==> src/rtl/motor_ser_pkg.sv <==
// Shared constants and types for the ReLU-layer output serializer.
package motor_ser_pkg;

  localparam int unsigned N_CH  = 3;
  localparam int unsigned W     = 32;
  localparam int unsigned IDX_W = $clog2(N_CH);

  // Q8.24 fixed-point word (ap_fixed<32,8>)
  typedef logic [W-1:0] q8_24_t;

  typedef enum logic {
    IDLE = 1'b0,
    SEND = 1'b1
  } state_e;

endpackage

==> src/rtl/motor_layer_out_serializer.sv <==
// Captures one N_CH-word ReLU frame and replays it word by word on a valid/ready stream.
// Optional MOTOR_SER_TLAST_EN adds an out_last marker on the final channel beat.
module motor_layer_out_serializer
  import motor_ser_pkg::*;
#(
  parameter int unsigned CNT_W = 16
) (
  input  logic                ap_clk,
  input  logic                ap_rst_n,
  input  logic [N_CH*W-1:0]   in_data,
  input  logic                in_vld,
  output logic                in_ack,
  output logic [W-1:0]        out_data,
  output logic [IDX_W-1:0]    out_idx,
  output logic                out_vld,
  input  logic                out_rdy,
`ifdef MOTOR_SER_TLAST_EN
  output logic                out_last,
`endif
  output logic                busy,
  output logic [CNT_W-1:0]    frame_cnt
);

  localparam logic [IDX_W-1:0] LAST_IDX = IDX_W'(N_CH - 1);

  state_e              state_q, state_d;
  q8_24_t              hold_q [N_CH];
  q8_24_t              hold_d [N_CH];
  q8_24_t              out_data_q, out_data_d;
  logic [IDX_W-1:0]    out_idx_q, out_idx_d;
  logic                out_vld_q, out_vld_d;
  logic                busy_q, busy_d;
  logic [CNT_W-1:0]    frame_cnt_q, frame_cnt_d;
  logic                last_beat;
  logic                capture;
  logic [IDX_W-1:0]    idx_nxt;

  always_ff @(posedge ap_clk) begin
    if (!ap_rst_n) begin
      state_q     <= IDLE;
      hold_q      <= '{default: '0};
      out_data_q  <= '0;
      out_idx_q   <= '0;
      out_vld_q   <= 1'b0;
      busy_q      <= 1'b0;
      frame_cnt_q <= '0;
    end else begin
      state_q     <= state_d;
      hold_q      <= hold_d;
      out_data_q  <= out_data_d;
      out_idx_q   <= out_idx_d;
      out_vld_q   <= out_vld_d;
      busy_q      <= busy_d;
      frame_cnt_q <= frame_cnt_d;
    end
  end

  // Next-state, word mux and handshake; a capture overrides the SEND update so frames chain without a bubble.
  always_comb begin
    state_d     = state_q;
    hold_d      = hold_q;
    out_data_d  = out_data_q;
    out_idx_d   = out_idx_q;
    out_vld_d   = out_vld_q;
    busy_d      = busy_q;
    frame_cnt_d = frame_cnt_q;
    idx_nxt     = out_idx_q + IDX_W'(1);
    last_beat   = (state_q == SEND) && out_rdy && (out_idx_q == LAST_IDX);
    in_ack      = (state_q == IDLE) || last_beat;
    capture     = in_vld && in_ack;

    case (state_q)
      IDLE: begin
        out_vld_d = 1'b0;
        busy_d    = 1'b0;
      end
      SEND: begin
        if (out_rdy) begin
          if (out_idx_q != LAST_IDX) begin
            out_idx_d  = idx_nxt;
            out_data_d = hold_q[idx_nxt];
          end else begin
            frame_cnt_d = frame_cnt_q + CNT_W'(1);
            state_d     = IDLE;
            out_vld_d   = 1'b0;
            busy_d      = 1'b0;
          end
        end
      end
      default: state_d = IDLE;
    endcase

    if (capture) begin
      for (int k = 0; k < N_CH; k++) begin
        hold_d[k] = in_data[k*W +: W];
      end
      out_data_d = in_data[W-1:0];
      out_idx_d  = '0;
      out_vld_d  = 1'b1;
      busy_d     = 1'b1;
      state_d    = SEND;
    end
  end

`ifdef MOTOR_SER_TLAST_EN
  logic out_last_q;

  // Derived from the next beat so it changes only when out_data/out_idx do.
  always_ff @(posedge ap_clk) begin
    if (!ap_rst_n) out_last_q <= 1'b0;
    else           out_last_q <= out_vld_d && (out_idx_d == LAST_IDX);
  end

  assign out_last = out_last_q;
`endif

  assign out_data  = out_data_q;
  assign out_idx   = out_idx_q;
  assign out_vld   = out_vld_q;
  assign busy      = busy_q;
  assign frame_cnt = frame_cnt_q;

endmodule

==> config.mk <==
export PLATFORM = sky130hd
export DESIGN_NAME = motor_layer_out_serializer
export DESIGN_NICKNAME = d
export VERILOG_FILES = /design/src/rtl/motor_ser_pkg.sv /design/src/rtl/motor_layer_out_serializer.sv
export SDC_FILE = /design/constraint.sdc
export NUM_CORES = 1
export LEC_CHECK = 0
export ABC_AREA = 1
export ABC_CLOCK_PERIOD_IN_PS = 4900
export CELL_PAD_IN_SITES_DETAIL_PLACEMENT = 0
export CELL_PAD_IN_SITES_GLOBAL_PLACEMENT = 1
export CORE_UTILIZATION = 38
export DETAILED_ROUTE_END_ITERATION = 6
export HOLD_SLACK_MARGIN = 0.06
export PLACE_DENSITY_LB_ADDON = 0.25
export SLEW_MARGIN = 10
export SYNTH_ARGS = -nofsm -noshare
export SYNTH_HDL_FRONTEND = slang
export SYNTH_SLANG_ARGS = --single-unit
export TNS_END_PERCENT = 30
==> constraint.sdc <==
create_clock -name ap_clk -period 4.9 [get_ports ap_clk]
set_input_delay 1.47 -clock ap_clk [delete_from_list [all_inputs] [get_ports ap_clk]]
set_output_delay 1.47 -clock ap_clk [all_outputs]
set_load 0.05 [all_outputs]
Word level (Yosys, flattened, before mapping)
Cells that the tools add are included.

storage, ports and cells
  output and inout port bits = 53
  logic and storage cells = 46
  bits of input ports = 100
  register bits after elaboration = 148

cells by class
  magnitude comparators = 1
  $add $sub $neg = 2
  reduce and logical (&&, ||, !) cells = 12
  equality and inequality tests = 4
  muxes and demuxes = 15
  bitwise logic cells = 4

operators with widths
  operator               number
  $mux 32                6
  $bmux 32 s2            1
  $add 16x1->16 const B  1
  $reduce_and 3->1       3
  $mux 1                 7
  $reduce_bool 2->1      3
  $ge 3x3->1 const B     1
  $logic_and 1x1->1      3
  $ne 3x2->1 const B     1
  $ne 3x3->1 const B     1
  $not 1->1              3
  $not 2->3              1
  $add 2x1->2 const B    1
  $eq 2x2->1 const B     1
  $ne 2x2->1 const B     1
  $pmux 1 s2             1
  $reduce_and 2->1       1
  $reduce_or 2->1        1
  $logic_or 1x1->1       1

Logic depth before layout (Yosys ltp)
Gate-level depths: netlist (run 1).

  depth after elaboration = 9
  depth in mapped cells = 10

Worst setup path before layout (run 1)
OpenSTA, ideal clock, no wires.

  path kind = input -> output
  start point = input out_rdy
  end point = output in_ack
  path buffers = 0
  required time = 3.430 ns
  cell stages on the path = 2
  slack = 1.605 ns
  arrival = 1.825 ns
  path through = nand3_4 > nand2_2

between the ends
  longest elaborated chain between the ends = 3

RTL lines
  element                          RTL line                          RTL
  start: declaration               motor_layer_out_serializer.sv:16  input logic out_rdy,
  $logic_and 1x1->1 (2 in series)  motor_layer_out_serializer.sv:68  last_beat = (state_q == SEND) && out_rdy && (out_idx_q == LAST_IDX);
  $logic_or 1x1->1                 motor_layer_out_serializer.sv:69  in_ack = (state_q == IDLE) || last_beat;
  end: declaration                 motor_layer_out_serializer.sv:12  output logic in_ack,

No other way between the ends.

Final worst setup path (run 1)
Same ends and word-level chain as after synthesis.

==> flow_summary.json, run 1 <==
{
  "status": "finished, final reports clean",
  "first_pass_iters": 5,
  "cts.sink_count": 148,
  "htree_levels": 4,
  "rsz0062_at_grt": "no",
  "holdPathEnd": "hold_q[21]",
  "min_from": "hold_q[21]",
  "skew_ns": 0.0129,
  "tns_ns": 0,
  "grt_use_met3_pct": 5.41,
  "hold_depth": 2,
  "startpoint": "out_rdy",
  "worstSetupPathType": "in2out",
  "globalRoute.busiestLayer": "met2",
  "cp-start-kind": "input port",
  "cts-buffers-inserted": 17,
  "grt_pass1_wl_um": 27200,
  "clk_pin_slew_ns": 0.06,
  "fin_crit_sh_pct": 81.6,
  "fmax_mhz": 250,
  "ys_seq_area_share_pct": 48.1,
  "globalRouteMet2Util_pct": 33.5,
  "hold_viol": 0,
  "r2r_cells": 7,
  "leakage_nw": 3.18,
  "io_pins": 153,
  "cts_resized": 0,
  "vias": 5701,
  "r2r-end": "out_data[13]",
  "pre_cts_slack_ns": 0.902,
  "min_path_type": "reg2reg",
  "vias_per_cell": 4.79,
  "synthesis.area_um2": 6150,
  "r2r_setup_slack_ns": 2.56,
  "grtUsageTotal_pct": 20.9,
  "die_h_um": 129,
  "yosys_warnings": 0,
  "cts_max_path_buffers": 2,
  "ys_seq_elements": 148,
  "layout_common_cells": "clkdlybuf4s50_1 (150), dfxtp_1 (147), nand2_1 (127)",
  "remaining_drc_errors": 0,
  "core_um2": 15800,
  "cts_tree": "yes",
  "drt_first_iter_violations": 270,
  "fin_area_um2": 8370,
  "r2r_start": "out_idx[0]",
  "grt_start_max_net_pins": 108,
  "grt_overflow": 0,
  "hold_slack_ns": 0.447,
  "slew_violations": 0,
  "clk_latency_ns": 0.41,
  "yosysUniqueCellTypes": 27,
  "cts_setup_buffers": 0,
  "vdd_drop_max_uv": 229,
  "synth_cells": 838,
  "worst_ep_arrival_time_ns": 2.53,
  "worst_slack_ns": 0.904,
  "antenna_found_initial": 1,
  "relSlewSlack_pct": 36.5,
  "critPathMaxFanout": 7,
  "placed_area_um2": 7770,
  "period_needed_ns": 4.00,
  "cts_root_buffer": "clkbuf_16",
  "port_buffers": 152,
  "cts.hold.buffers_added": 0,
  "layout_commonest_cell": "clkdlybuf4s50_1",
  "wirelength_um": 16700,
  "layout-drive-gt1-share_pct": 5.05,
  "synthToLayoutAreaGrowth_pct": 36.0,
  "syn_nets": 940,
  "fp.dieW_um": 129,
  "powerDensity_nw_per_um2": 377,
  "fin_nets": 1061,
  "grt_pass1_vias": 5458,
  "floorplan.initialDensity_pct": 38.9,
  "avgSynthCellArea_um2": 7.34,
  "crit_required_ns": 3.43,
  "ant_nets": 0,
  "drv_cap": 0,
  "worst_pin_slew_ns": 0.953,
  "end_kind": "output pin",
  "gp_congestion": 0.752,
  "hpwl_um": 10100,
  "die-area_um2": 16700,
  "setup_viol": 0,
  "met1_usage_pct": 27.4,
  "wl_per_cell_um": 14.0,
  "rows": 46
}
## synthesized netlist by cell type
library cell	instances	share of area, %
buf_6	1	0.18
xor2_1	2	0.28
o22ai_1	32	3.3
a21oi_2	1	0.14
inv_1	85	5.2
o21a_1	1	0.12
o21ai_0	115	9.4
a211oi_1	1	0.12
buf_2	19	1.5
a21oi_1	74	6.0
and3_1	2	0.20
or2_2	1	0.10
buf_1	2	0.12
nor2_1	117	7.1
o211ai_1	32	3.9
nand3_1	7	0.57
nor3_1	3	0.24
nand4_1	4	0.41
nand3_4	1	0.28
buf_4	4	0.49
nand2_1	127	7.7
clkbuf_2	1	0.081
clkbuf_1	33	2.0
o21ai_1	20	1.6
ha_1	2	0.41
nand2_2	3	0.31
dfxtp_1	148	48
## kinds of logic (layout without fill, tap and decap cells)
group	Yosys count	after routing	synth area share (%)
xor gates and xnor gates	2	2	0.285
buffers and inverters	145	278	9.62
other	0	2	0
adders and majority gates	2	2	0.407
DFF	148	148	48.1
AOI/OAI and AO/OA	276	276	24.5
and+or+nand+nor	265	265	17.0
## worst max-delay path, cell delays in order
cell	delay [ns]
clkdlybuf4s50_1	0.54
nand3_4	0.14
nand2_2	0.15
buf_4	0.22
## stage by stage
step	utilization (%)	instances	power, W
global placement	49.1	1156	0.00187
finish	52.9	1189	0.00315
global route	52.8	1187	0.00330
floorplan	-	838	0.00167
CTS	52.8	1187	0.00318
detailed placement	49.1	1156	0.00187
## flip-flops by register name, indices dropped and copies added, names as in the netlist
register and count:
out_data 32, state_q 1, busy 1, frame_cnt 16
out_idx 2, hold_q 96
## final cells by class
cell class              instances  area (um^2)
fillers                      1560         7460
flip-flops and latches        148         2960
multi-input cells             545         2610
repair buffers                162         1600
clock buffers                  23          498
inverters                      85          319
well taps                     216          270
clock inverters                 8         97.6
diodes                          2         5.00
## power by group
group          switching (W)  total (W)  internal [W]
Combinational       0.000308   0.000518      0.000210
Clock               0.000499    0.00131      0.000814
Sequential         0.0000330    0.00132       0.00129
## worst max path at each step
stage	depth (start not counted)	end
after floorplan	2	in_ack
after global placement	4	in_ack
after detailed placement	4	in_ack
after CTS	4	in_ack
after global routing	4	in_ack
final	4	in_ack
## routing by layer
metal / wire, um / vias to the layer above
li1: - / 3017
met1: 8110 / 2544
met2: 7430 / 125
met3: 962 / 15
met4: 188 / 0
met5: 0 / -
Power figures use the tool's default switching activity.
==> run 2: changes to the inputs <==
--- a/config.mk
+++ b/config.mk
@@ -6,10 +6,10 @@
 export NUM_CORES = 1
 export LEC_CHECK = 0
 export ABC_AREA = 1
-export ABC_CLOCK_PERIOD_IN_PS = 4900
+export ABC_CLOCK_PERIOD_IN_PS = 3470
 export CELL_PAD_IN_SITES_DETAIL_PLACEMENT = 0
 export CELL_PAD_IN_SITES_GLOBAL_PLACEMENT = 1
-export CORE_UTILIZATION = 38
+export CORE_UTILIZATION = 32
 export DETAILED_ROUTE_END_ITERATION = 6
 export HOLD_SLACK_MARGIN = 0.06
 export PLACE_DENSITY_LB_ADDON = 0.25
==> constraint.sdc (replaced) <==
create_clock -name ap_clk -period 3.47 [get_ports ap_clk]
set_input_delay 1.041 -clock ap_clk [delete_from_list [all_inputs] [get_ports ap_clk]]
set_output_delay 1.041 -clock ap_clk [all_outputs]
set_load 0.05 [all_outputs]
==> run 2 against run 1 <==
Compared with the run above: clock-buffer cell count down 3; sequential power rose by 42%; core utilization is 7.9 points lower; combinational power rose by 43%; clock power up 39%; die area rose by 18%; design area increased by 0.79%; setup slack worse by 0.55 ns; largest cell class unchanged; largest power group unchanged.
==> flow_summary.json, run 2 (synthesis results as in run 1) <==
{
  "status": "finished, final reports clean",
  "cts_max_path_buffers": 2,
  "drv_cap": 0,
  "fmax_mhz": 321,
  "fp.dieW_um": 141,
  "remaining_drc_errors": 0,
  "tns_ns": 0,
  "layout-drive-gt1-share_pct": 5.54,
  "die-area_um2": 19800,
  "p_total_w": 0.00443,
  "crit_required_ns": 2.43,
  "r2r-end": "hold_q[16]",
  "n_antenna_cell": 0,
  "slowest_delay_ns": 0.55,
  "cts.sink_count": 148,
  "r2r_setup_slack_ns": 1.19,
  "setup_viol": 0,
  "hpwl_um": 10600,
  "first_pass_iters": 4,
  "gp_congestion": 0.719,
  "relSlewSlack_pct": 46.2,
  "layout_commonest_cell": "clkdlybuf4s50_1",
  "worst_pin_slew_ns": 0.805,
  "cts_resized": 0,
  "cts-buffers-inserted": 17,
  "cts.hold.buffers_added": 0,
  "io_pins": 153,
  "port_buffers": 152,
  "wirelength_um": 17100,
  "cpLargestDelayFamily": "buffers and inverters",
  "rows": 50,
  "rsz0062_at_grt": "no",
  "path_buf_inv": 2,
  "critPathMaxFanout": 7,
  "die_h_um": 141,
  "cts_root_buffer": "clkbuf_16",
  "worst_ep_arrival_time_ns": 2.08,
  "dp.cells": 1176,
  "period_needed_ns": 3.12,
  "slew_violations": 0,
  "min_path_type": "reg2reg",
  "grtUsageTotal_pct": 17.5,
  "grt_start_max_net_pins": 55,
  "antenna_found_initial": 0,
  "r2r_start": "out_idx[0]",
  "core_um2": 18800,
  "ant_nets": 0,
  "skew_ns": 0.00779,
  "leakage_nw": 3.19,
  "vdd_drop_max_uv": 322,
  "drt_first_iter_violations": 238,
  "fin_nets": 1063,
  "r2r_cells": 8,
  "regMostFlops": "hold_q",
  "grt_pass1_wl_um": 27200,
  "htree_levels": 4,
  "vias_per_cell": 4.75,
  "end_kind": "output pin",
  "critical_path.cell_chain": "clkdlybuf4s50_1, nand3_4, nand2_2, buf_12",
  "cp-start-kind": "input port",
  "holdPathEnd": "hold_q[18]",
  "vias": 5740,
  "largest_reg_flops": 96,
  "clk_latency_ns": 0.42,
  "fin_util_pct": 44.9,
  "layout_common_cells": "clkdlybuf4s50_1 (150), dfxtp_1 (147), nand2_1 (126)",
  "hold_viol": 0,
  "fin_cells": 1208,
  "fin_crit_sh_pct": 89.9,
  "fill_cells": 1981,
  "powerDensity_nw_per_um2": 526,
  "cts_tree": "yes",
  "wl_per_cell_um": 14.2,
  "worstSetupPathType": "in2out",
  "grt_pass1_vias": 5149,
  "synthToLayoutAreaGrowth_pct": 37.0,
  "min_from": "hold_q[18]",
  "cts_setup_buffers": 0,
  "clk_pin_slew_ns": 0.06,
  "floorplan.initialDensity_pct": 32.8,
  "grt_overflow": 0,
  "hold_depth": 2,
  "cp_slowest_cell": "clkdlybuf4s50_1"
}
==> run 2: power by group <==
group / switching (W) / internal (W) / leakage, nW
clock network: 0.000730 / 0.00110 / 0.274
logic: 0.000434 / 0.000305 / 1.69
registers: 0.0000501 / 0.00182 / 1.22
total: 0.00121 / 0.00322 / 3.19
==> run 2: worst max path at each step <==
| stage | end | start | cells past startpoint |
|---|---|---|---|
| after detailed placement | in_ack | out_rdy | 4 |
| after global routing | in_ack | out_rdy | 4 |
| final | in_ack | out_rdy | 4 |
| after CTS | in_ack | out_rdy | 4 |
| after floorplan | in_ack | out_rdy | 2 |
| after global placement | in_ack | out_rdy | 4 |
==> run 2: layer usage <==
layer	track usage [%]	share of wire, %	vias up
li1	-	-	3018
met1	23.4	48	2591
met2	27.5	46	115
met3	4.42	4.7	16
met4	6.01	1.2	0
met5	0	0	-
==> run 2: final cells by class <==
type | count | area, um^2 | area share, %
sequential | 148 | 2960 | 35.1
multi-input combinational | 545 | 2610 | 31.0
timing repair buffer | 164 | 1660 | 19.6
clock buffer | 20 | 457 | 5.42
inverter | 85 | 319 | 3.78
tap | 234 | 293 | 3.47
clock inverter | 12 | 130 | 1.54
==> run 2: stage by stage <==
stage | worst slack (ns) | cell area [um^2] | hold slack, ns
CTS | 0.339 | 8430 | 0.447
global placement | 0.378 | 7850 | 0.434
detailed placement | 0.341 | 7850 | 0.437
floorplan | 1.03 | 6150 | 0.425
finish | 0.350 | 8430 | 0.444
global route | 0.307 | 8430 | 0.464
==> run 2: worst min-delay path, cell delays in order (launching register included) <==
cell     delay, ns
dfxtp_1       0.30
inv_1         0.05
a21oi_1       0.05
